$ cat config.mk
export PLATFORM = sky130hd
export DESIGN_NAME = ram_port_arbiter
export DESIGN_NICKNAME = d
export VERILOG_FILES = /design/src/rtl/ram_port_arbiter.sv
export SDC_FILE = /design/constraint.sdc
export NUM_CORES = 1
export LEC_CHECK = 0
export ABC_AREA = 1
export CORE_ASPECT_RATIO = 0.5
export CORE_MARGIN = 2
export CORE_UTILIZATION = 24
export CTS_CLUSTER_DIAMETER = 120
export DETAILED_ROUTE_END_ITERATION = 10
export PLACE_DENSITY = 0.68
export RECOVER_POWER = 50
export SETUP_SLACK_MARGIN = 0.05
export SYNTH_ARGS = -nofsm -noshare
export SYNTH_HDL_FRONTEND = slang
export SYNTH_SLANG_ARGS = --single-unit
$ cat constraint.sdc
create_clock -name clk -period 1.3 [get_ports clk]
set_input_delay 0.195 -clock clk [delete_from_list [all_inputs] [get_ports clk]]
set_output_delay 0.195 -clock clk [all_outputs]
set_load 0.005 [all_outputs]
$ cat src/rtl/ram_port_arbiter.sv
// ram_port_arbiter: shares one single-port RAM between the CPU memory path
// (MAR/MDR) and a secondary DMA/debug requester. The CPU normally wins
// arbitration. A DMA request that keeps losing is granted once its starvation
// count reaches STARVE_LIMIT, and the CPU is stalled for that one cycle.
// Optional feature: define RAM_ARB_WPROT_EN to reject DMA writes at or above
// PROT_BASE. The write slot is still consumed, and dma_err is returned with the ack.
module ram_port_arbiter #(
    parameter int                ADDR_W       = 8,
    parameter int                DATA_W       = 16,
    parameter int                STARVE_LIMIT = 4,
    parameter logic [ADDR_W-1:0] PROT_BASE    = 'hF0
) (
    input  logic              clk,
    input  logic              reset,
    input  logic              cpu_rd_req,
    input  logic              cpu_wr_req,
    input  logic [ADDR_W-1:0] cpu_addr,
    input  logic [DATA_W-1:0] cpu_wdata,
    output logic [DATA_W-1:0] cpu_rdata,
    output logic              cpu_stall,
    input  logic              dma_req,
    input  logic              dma_we,
    input  logic [ADDR_W-1:0] dma_addr,
    input  logic [DATA_W-1:0] dma_wdata,
    output logic [DATA_W-1:0] dma_rdata,
    output logic              dma_ack,
    output logic              dma_err,
    output logic              ram_r_en,
    output logic              ram_w_en,
    output logic [ADDR_W-1:0] ram_addr,
    output logic [DATA_W-1:0] ram_wdata,
    input  logic [DATA_W-1:0] ram_rdata,
    output logic              grant_owner
);

    localparam logic [3:0] STARVE_MAX = 4'(STARVE_LIMIT);

    // Owner of the read issued last cycle; selects where ram_rdata is routed.
    localparam logic [1:0] RD_NONE = 2'd0;
    localparam logic [1:0] RD_CPU  = 2'd1;
    localparam logic [1:0] RD_DMA  = 2'd2;

    logic [3:0]        starve_cnt_q, starve_cnt_d;
    logic              dma_busy_q,   dma_busy_d;
    logic              dma_err_q,    dma_err_d;
    logic [1:0]        rd_owner_q,   rd_owner_d;
    logic [DATA_W-1:0] hold_q,       hold_d;

    logic cpu_req;
    logic dma_elig;
    logic starve_hit;
    logic dma_grant;
    logic cpu_grant;
    logic dma_prot;

`ifdef RAM_ARB_WPROT_EN
    assign dma_prot = dma_we & (dma_addr >= PROT_BASE);
`else
    logic unused_prot_base;
    assign unused_prot_base = ^PROT_BASE;
    assign dma_prot         = 1'b0;
`endif

    // Decide the winner of this cycle's RAM slot. Nobody is granted during reset.
    always_comb begin
        cpu_req    = cpu_rd_req | cpu_wr_req;
        dma_elig   = dma_req & ~dma_busy_q;
        starve_hit = (starve_cnt_q == STARVE_MAX);
        dma_grant  = ~reset & dma_elig & (~cpu_req | starve_hit);
        cpu_grant  = ~reset & cpu_req & ~dma_grant;
    end

    // Steer the granted requester onto the RAM port in the same cycle.
    always_comb begin
        // NOTE: every output gets a default first, so no branch can leave one unassigned and infer a latch.
        ram_r_en    = 1'b0;
        ram_w_en    = 1'b0;
        ram_addr    = '0;
        ram_wdata   = '0;
        grant_owner = dma_grant;
        cpu_stall   = cpu_req & dma_grant;
        if (dma_grant) begin
            ram_addr  = dma_addr;
            ram_wdata = dma_wdata;
            ram_w_en  = dma_we & ~dma_prot;
            ram_r_en  = ~dma_we;
        end else if (cpu_grant) begin
            ram_addr  = cpu_addr;
            ram_wdata = cpu_wdata;
            ram_w_en  = cpu_wr_req;
            ram_r_en  = cpu_rd_req & ~cpu_wr_req;  // write wins if both are asserted
        end
    end

    // Next-state logic: starvation count, DMA ack/busy, read ownership and the CPU hold register.
    always_comb begin
        starve_cnt_d = starve_cnt_q;
        if (dma_grant) begin
            starve_cnt_d = '0;
        end else if (dma_elig && cpu_grant && !starve_hit) begin
            starve_cnt_d = starve_cnt_q + 4'd1;
        end

        // A DMA access issued this cycle is acked next cycle. The requester is
        // ineligible in that cycle, which caps DMA at one access per two cycles
        // and prevents the CPU from stalling on two consecutive cycles.
        dma_busy_d = dma_grant;
        dma_err_d  = dma_grant & dma_prot;

        rd_owner_d = RD_NONE;
        if (dma_grant && !dma_we) begin
            rd_owner_d = RD_DMA;
        end else if (cpu_grant && cpu_rd_req && !cpu_wr_req) begin
            rd_owner_d = RD_CPU;
        end

        hold_d = (rd_owner_q == RD_CPU) ? ram_rdata : hold_q;
    end

    // State registers with synchronous reset. Any in-flight DMA access is dropped without an ack.
    always_ff @(posedge clk) begin
        if (reset) begin
            // NOTE: sequential state uses <= so every flop samples pre-edge values regardless of statement order.
            starve_cnt_q <= '0;
            dma_busy_q   <= 1'b0;
            dma_err_q    <= 1'b0;
            rd_owner_q   <= RD_NONE;
            hold_q       <= '0;
        end else begin
            starve_cnt_q <= starve_cnt_d;
            dma_busy_q   <= dma_busy_d;
            dma_err_q    <= dma_err_d;
            rd_owner_q   <= rd_owner_d;
            hold_q       <= hold_d;
        end
    end

    // Return read data: pass-through in the cycle after the issue, then the CPU side keeps its held copy.
    always_comb begin
        dma_ack   = ~reset & dma_busy_q;
        dma_err   = ~reset & dma_err_q;
        dma_rdata = '0;
        cpu_rdata = '0;
        if (!reset) begin
            cpu_rdata = (rd_owner_q == RD_CPU) ? ram_rdata : hold_q;
            if (rd_owner_q == RD_DMA) begin
                dma_rdata = ram_rdata;
            end
        end
    end

endmodule

==> results.py, run 1 <==
metrics = {
    "floorplan": {
        "std_cell_rows": 19,
        "floorplan.io_pins": 132,
        "core_region_area_um2": 5610,
        "die-area_um2": 6600,
        "initial_core_util": 0.254,
        "die_width_um": 113,
        "die_y_um": 58.5,
    },
    "global_routing": {
        "vias_in_the_first_global_route": 2458,
        "overall_fraction_of_global_route_tracks_in_use": 0.209,
        "grt_start_max_net_pins": 14,
        "grt_pass1_wl_um": 11100,
        "number_of_antenna_violations_at_the_first_check_in_global_routing": 0,
        "grt.overflow.total": 0,
    },
    "finish": {
        "num_antenna_cells": 0,
        "final_layout_size_suffix_gt1_frac": 0.633,
        "post-route-cell-area_um2": 4050,
        "syn_to_final_growth_pct": 184,
        "finish.cell_count_without_fillers": 493,
        "design.final.nets": 493,
    },
    "pwr": {
        "p_per_area_nw_per_um2": 584,
        "clock_power_share": 0.293,
        "power_uw": 2370,
        "net-switching-power_uw": 695,
        "leakage_uw": 0.00193,
        "seq_power_share": 0.319,
        "swShare": 0.294,
        "vdd_ir_drop_max_v": 0.000421,
        "combinational_cell_fraction_of_total_power": 0.388,
        "cellInternalPower_uw": 1670,
    },
    "cts": {
        "htree_num_levels": 1,
        "cts_tree": "done",
        "cts_made_buffers": 3,
        "clkSinkCount": 23,
        "cts-root-to-sink-buffers": 2,
        "worstSkewPairLatency_ps": 260,
        "clk_pin_slew_worst_paths_ps": 60,
        "clockRootBuffer": "sky130_fd_sc_hd__clkbuf_16",
    },
    "route": {
        "drt-wirelength-per-cell_um": 17.2,
        "drt-pass1-iter-count": 7,
        "detail_route.iter0.violations": 119,
        "count_of_antenna_violating_nets_left_after_detailed_routing": 0,
        "detail_route.drc_violations": 2,
        "num_vias": 2344,
        "viasPerCell": 4.75,
        "routed_wl_um": 8500,
    },
    "synthesis": {
        "synth_async_sr_flop_share": 0,
        "synth.lib_cells_used.distinct": 27,
        "synth-adder-area-share": 0.0176,
        "synth.top_cell.area_share": 0.323,
        "synth_seq_cells": 23,
        "synth_top_family_by_area": "simple AND/OR/NAND/NOR gates",
        "synth_simple_gate_area_frac": 0.356,
        "syn-instance-count": 223,
        "synth-edff-count": 0,
        "synth_ff_type": "sky130_fd_sc_hd__dfxtp_1",
        "synth_area_in_compound_gates": 0.141,
        "synth_area_leader_cell": "sky130_fd_sc_hd__dfxtp_1",
        "yosysSeqAreaShare": 0.323,
        "post_synth.cell_area_avg_um2": 6.39,
        "synth.cell_area_um2": 1420,
        "synth-xor-area-share": 0.00615,
        "synth-warning-count": 0,
        "synth.area.mux_share": 0,
        "postSynthNetCount": 295,
        "post_synth_main_area_contributors": "sky130_fd_sc_hd__dfxtp_1, sky130_fd_sc_hd__nand2_1, sky130_fd_sc_hd__nand3_1, sky130_fd_sc_hd__a21oi_1, sky130_fd_sc_hd__inv_1",
    },
    "timing": {
        "setup_ws_ps": -529,
        "finalSetupViolations": 66,
        "final_period_minus_worst_setup_slack_ps": 1830,
        "finalHoldWorstSlack_ps": 509,
        "timing.clock.skew_ps": 1.20,
        "timing.final.hold_violations": 0,
        "grt_setup_unrepaired": "true",
        "final.period_utilization": 1.41,
        "achievable-frequency_mhz": 547,
        "max_slew_violation_count": 0,
        "final.setup.tns_ps": -22400,
    },
    "worst_setup_path": {
        "critical_path_arrival_ps": 1630,
        "worstSetupStartpointType": "flop",
        "critical_path.most_common_cell": "sky130_fd_sc_hd__nand2_4",
        "timing.critical_path.fanout_max": 6,
        "critPathCaptureType": "output port",
        "critical-path-slowest-cell": "sky130_fd_sc_hd__dfxtp_2",
        "critPathMaxStageDelay_ps": 340,
        "worst_ep_required_time_ps": 1110,
        "crit_chain": "inv_2 > ha_4 > nand3_4 > nand2_4 > nand2_4 > buf_12 > clkinv_8 > clkbuf_16 > nand2_4 > nand2_2 > buf_2",
        "timing.setup.critical_path_class": "flop to output port",
    },
    "placement": {
        "gp_congestion": 0.744,
        "dpl.hpwl_um": 4230,
        "post_dp_cell_area_um2": 2950,
        "port_buffers": 130,
        "post-place-cells": 438,
    },
    "hold_path": {
        "min-delay-path-class": "input pin to flop",
    },
    "outcome": {
        "outcome": "finished, violations left",
        "failed_checks": "design-rule violations, negative setup slack",
    },
    "flow_run": {
        "drv_cap": 0,
    },
}
==> registers in the layout, indices dropped and copies added, names as in the netlist <==
name          count
dma_busy_q        1
starve_cnt_q      4
rd_owner_q        2
hold_q           16
==> path summary, 6_finish.rpt <==
check	from	to	slack, ps	cells past startpoint
worst max register to register	starve_cnt_q[0]	starve_cnt_q[2]	-100	10
worst max-delay path	starve_cnt_q[0]	ram_wdata[6]	-530	11
worst min register to register	hold_q[1]	hold_q[1]	540	2
worst min-delay path	cpu_rd_req	rd_owner_q[0]	510	4
==> final cells by class <==
cell class / instances / area [um2]
clock buffer: 3 / 75.1
clock inverter: 1 / 5.00
fill: 381 / 1560
inverter: 28 / 120
multi-input combinational: 159 / 1380
sequential: 23 / 468
tap: 73 / 91.3
timing repair buffer: 205 / 1890
timing repair inverter: 1 / 16.3
==> layout by cell type, fill, tap and decap left out, types with 2 or more instances in the layout <==
cell type | synthesis | layout
sky130_fd_sc_hd__o21ai_4 | 0 | 8
sky130_fd_sc_hd__inv_2 | 1 | 4
sky130_fd_sc_hd__nand2_4 | 1 | 6
sky130_fd_sc_hd__nand3_2 | 0 | 23
sky130_fd_sc_hd__buf_6 | 2 | 32
sky130_fd_sc_hd__nor2_4 | 0 | 14
sky130_fd_sc_hd__inv_1 | 25 | 22
sky130_fd_sc_hd__nand2_2 | 4 | 25
sky130_fd_sc_hd__clkbuf_16 | 0 | 5
sky130_fd_sc_hd__a21oi_2 | 0 | 9
sky130_fd_sc_hd__buf_8 | 1 | 4
sky130_fd_sc_hd__clkinv_8 | 0 | 2
sky130_fd_sc_hd__a21oi_4 | 0 | 10
sky130_fd_sc_hd__dlygate4sd2_1 | 0 | 3
sky130_fd_sc_hd__nand2_1 | 57 | 31
sky130_fd_sc_hd__buf_2 | 3 | 57
sky130_fd_sc_hd__nor2_2 | 1 | 9
sky130_fd_sc_hd__nand3_1 | 28 | 2
sky130_fd_sc_hd__nand3_4 | 1 | 4
sky130_fd_sc_hd__clkbuf_2 | 0 | 2
sky130_fd_sc_hd__buf_4 | 2 | 29
sky130_fd_sc_hd__o21ai_2 | 1 | 5
sky130_fd_sc_hd__dfxtp_2 | 0 | 3
sky130_fd_sc_hd__clkdlybuf4s50_1 | 0 | 66
sky130_fd_sc_hd__buf_12 | 0 | 8
sky130_fd_sc_hd__o21ai_1 | 1 | 4
sky130_fd_sc_hd__dfxtp_1 | 23 | 19
==> cell usage after synthesis, types with 2 or more instances <==
| library cell | n |
|---|---|
| sky130_fd_sc_hd__nand3_1 | 28 |
| sky130_fd_sc_hd__inv_1 | 25 |
| sky130_fd_sc_hd__a21oi_1 | 20 |
| sky130_fd_sc_hd__buf_4 | 2 |
| sky130_fd_sc_hd__clkbuf_1 | 3 |
| sky130_fd_sc_hd__nor2_1 | 23 |
| sky130_fd_sc_hd__o21ai_0 | 16 |
| sky130_fd_sc_hd__nand2_2 | 4 |
| sky130_fd_sc_hd__buf_6 | 2 |
| sky130_fd_sc_hd__clkbuf_8 | 2 |
| sky130_fd_sc_hd__dfxtp_1 | 23 |
| sky130_fd_sc_hd__buf_2 | 3 |
| sky130_fd_sc_hd__ha_1 | 2 |
| sky130_fd_sc_hd__nand2_1 | 57 |
==> repair_timing <==
action	in CTS	in global routing
buffers inserted	53	9
endpoints found under the setup margin	67	72
hold buffers	0	0
resized for setup	357	133
pin swaps	19	34
cloned	6	2
==> per-stage QoR <==
stage          utilization  setup slack, ps
2_1_floorplan            -             27.5
3_3_place_gp         0.526             -811
3_5_place_dp         0.526             -903
4_1_cts              0.646             -528
5_1_grt              0.722             -564
6_report             0.722             -529
==> metal layers <==
layer / global-route usage / up-vias / share of wire
met5: 0 / - / 0
met4: 0.0801 / 0 / 0.027
met3: 0.0350 / 24 / 0.044
met2: 0.430 / 105 / 0.55
met1: 0.219 / 1114 / 0.37
li1: - / 1101 / -
==> power by group through the flow <==
stage / logic (uW) / registers (uW) / clock network [uW]
6_report: 918 / 754 / 693
5_1_grt: 970 / 757 / 737
4_1_cts: 787 / 750 / 672
3_5_place_dp: 634 / 760 / 0
3_3_place_gp: 628 / 758 / 0
2_1_floorplan: 192 / 759 / 0
==> worst max-delay path, delay by kind of cell, from the launching register on <==
| kind | cells | cell delay [ps] |
|---|---|---|
| buf+inv | 5 | 500 |
| fa+ha+maj | 1 | 160 |
| flops | 1 | 340 |
| simple gates | 5 | 360 |
==> cells by family (layout without fill, tap and decap cells) <==
group                    count (synthesis)  in the layout
other                                    1              1
AO/OA/AOI/OAI                           39             39
buffers and inverters                   41            238
XOR/XNOR                                 1              1
AND/OR/NAND/NOR                        116            116
adder cells (fa/ha/maj)                  2              2
flip-flops                              23             23
No activity file was read; power rests on OpenSTA's default activity.
==> inputs of run 2 (changes only) <==
SLEW_MARGIN = 30   (was unset)
==> results of run 2 <==
The final DEF is identical to that of run 1; final timing and power are the same.
==> inputs of run 3 (changes only) <==
ABC_CLOCK_PERIOD_IN_PS = 1300   (was unset)
CORE_MARGIN = 1   (was 2)
==> results.py, run 3 (synthesis gave the netlist of run 1 again) <==
metrics = {
    "timing": {
        "final_period_minus_worst_setup_slack_ps": 1780,
        "max_slew_violation_count": 0,
        "achievable-frequency_mhz": 560,
        "timing.final.hold_violations": 0,
        "setup_ws_ps": -484,
        "final.period_utilization": 1.37,
        "finalSetupViolations": 71,
        "timing.clock.skew_ps": 3.21,
        "grt_setup_unrepaired": "true",
    },
    "placement": {
        "gp_congestion": 0.821,
        "dpl.hpwl_um": 4000,
        "port_buffers": 130,
        "post_dp_cell_area_um2": 2940,
        "dpl_ws_ps": -809,
    },
    "cts": {
        "clkSinkCount": 23,
        "cts_made_buffers": 3,
        "clk_pin_slew_worst_paths_ps": 60,
        "cts_tree": "done",
        "cts-root-to-sink-buffers": 2,
        "cts.hold.buffers_added": 0,
        "clockRootBuffer": "sky130_fd_sc_hd__clkbuf_16",
        "worstSkewPairLatency_ps": 250,
        "htree_num_levels": 1,
    },
    "route": {
        "routed_wl_um": 7280,
        "count_of_antenna_violating_nets_left_after_detailed_routing": 0,
        "drt-wirelength-per-cell_um": 14.7,
        "routed_length_on_met1_um": 2660,
        "wl_met2_um": 4080,
        "drt-pass1-iter-count": 4,
        "highest-signal-layer": "met4",
        "viasPerCell": 4.64,
        "num_vias": 2295,
        "detail_route.drc_violations": 0,
        "detail_route.iter0.violations": 64,
        "met3WireLength_um": 316,
    },
    "finish": {
        "design.final.nets": 495,
        "largest_reg_flops": 16,
        "syn_to_final_growth_pct": 173,
        "num_antenna_cells": 0,
        "final_layout_size_suffix_gt1_frac": 0.592,
        "count_of_fill_cells_added_during_filler_insertion": 413,
        "layout_common_cells": "sky130_fd_sc_hd__clkdlybuf4s50_1, sky130_fd_sc_hd__buf_2, sky130_fd_sc_hd__nand2_1",
        "post-route-cell-area_um2": 3880,
        "most_common_cell_after_layout_fill_and_taps_aside": "sky130_fd_sc_hd__clkdlybuf4s50_1",
        "layout_top_registers": "hold_q (16), starve_cnt_q (4), rd_owner_q (2)",
        "largest_register": "hold_q",
        "finish.utilization": 0.695,
    },
    "global_routing": {
        "grt_start_max_net_pins": 18,
        "grt.overflow.total": 0,
        "vias_in_the_first_global_route": 2414,
        "number_of_antenna_violations_at_the_first_check_in_global_routing": 0,
        "grt_pass1_wl_um": 11300,
        "overall_fraction_of_global_route_tracks_in_use": 0.224,
    },
    "pwr": {
        "vdd_ir_drop_max_v": 0.000442,
        "p_per_area_nw_per_um2": 587,
        "leakage_uw": 0.00190,
        "power_uw": 2280,
    },
    "floorplan": {
        "initial_core_util": 0.255,
        "std_cell_rows": 19,
        "core_region_area_um2": 5590,
        "die_width_um": 111,
        "die_y_um": 56.5,
        "floorplan.io_pins": 132,
        "die-area_um2": 6260,
    },
    "outcome": {
        "outcome": "finished, violations left",
        "failed_checks": "negative setup slack",
    },
    "worst_setup_path": {
        "critPathCaptureType": "output port",
        "critical_path.startpoint": "starve_cnt_q[0]",
        "ff2ff_setup_slack_ps": -100,
        "r2r.worst_path.cells": 5,
        "regToRegEndpoint": "hold_q[9]",
        "worst_ep_required_time_ps": 1110,
        "critical_path_arrival_ps": 1590,
        "setup.worst_path.end": "ram_w_en",
        "timing.setup.critical_path_class": "flop to output port",
        "regToRegStartpoint": "rd_owner_q[1]",
        "worstSetupStartpointType": "flop",
        "timing.critical_path.fanout_max": 5,
    },
    "flow_run": {
        "drv_cap": 0,
    },
    "hold_path": {
        "min-delay-path-class": "input pin to flop",
    },
}
run 3: cell count changes in the layout (fill, tap and decap cells not counted), sizes merged:
| cell | before | now |
|---|---|---|
| bufbuf | 1 | 0 |
| clkinv | 3 | 2 |
| inv | 27 | 30 |
| buf | 131 | 133 |
| clkdlybuf4s15 | 0 | 1 |
| clkbuf | 7 | 5 |
run 3: metal layers:
layer / track usage / up-vias
li1: - / 1114
met1: 0.249 / 1064
met2: 0.435 / 94
met3: 0.0356 / 23
met4: 0.0819 / 0
met5: 0 / -
run 3: how the worst min path moves through the flow:
stage	from	to	slack [ps]	depth (start not counted)
after floorplan	dma_we	rd_owner_q[1]	270	1
after global placement	starve_cnt_q[0]	starve_cnt_q[0]	510	3
after detailed placement	hold_q[8]	hold_q[8]	520	2
after CTS	cpu_rd_req	rd_owner_q[0]	460	4
after global routing	cpu_rd_req	rd_owner_q[0]	510	4
final	cpu_rd_req	rd_owner_q[0]	490	4
run 3: layout make-up:
class / count / area, um2 / area share
clock inverter: 1 / 5.00 / 0.00129
inverter: 28 / 124 / 0.0319
multi-input combinational: 159 / 1230 / 0.316
timing repair inverter: 3 / 43.8 / 0.0113
sequential: 23 / 468 / 0.120
clock buffer: 3 / 75.1 / 0.0193
timing repair buffer: 205 / 1850 / 0.476
tap: 73 / 91.3 / 0.0235
run 3: power by group:
group          switching (uW)  total (uW)  internal (uW)
registers                17.4         753            735
clock network             252         666            414
logic                     359         863            504
total                     628        2280           1650
run 3: timing repair:
item                       in CTS  in global routing
gates resized for setup       397                 63
setup endpoints to repair      65                 75
buffers inserted               54                 21
pin swaps                      25                 15
cloned                         10                  0
run 3: per-stage QoR:
step,TNS [ps],hold slack [ps],cells
finish,-21200,494,495
global route,-26090,508,495
CTS,-17610,460,500
detailed placement,-47740,523,434
global placement,-46340,511,434
floorplan,0,267,223
run 3: critical path, stage by stage (launching register included):
cell and delay, ps:
sky130_fd_sc_hd__dfxtp_2 320, sky130_fd_sc_hd__inv_2 80, sky130_fd_sc_hd__ha_4 140, sky130_fd_sc_hd__nand3_4 80
sky130_fd_sc_hd__nand2_4 120, sky130_fd_sc_hd__nand2_8 80, sky130_fd_sc_hd__buf_6 120, sky130_fd_sc_hd__buf_6 100
sky130_fd_sc_hd__o21ai_2 50, sky130_fd_sc_hd__o21ai_1 90, sky130_fd_sc_hd__inv_1 60, sky130_fd_sc_hd__buf_2 110
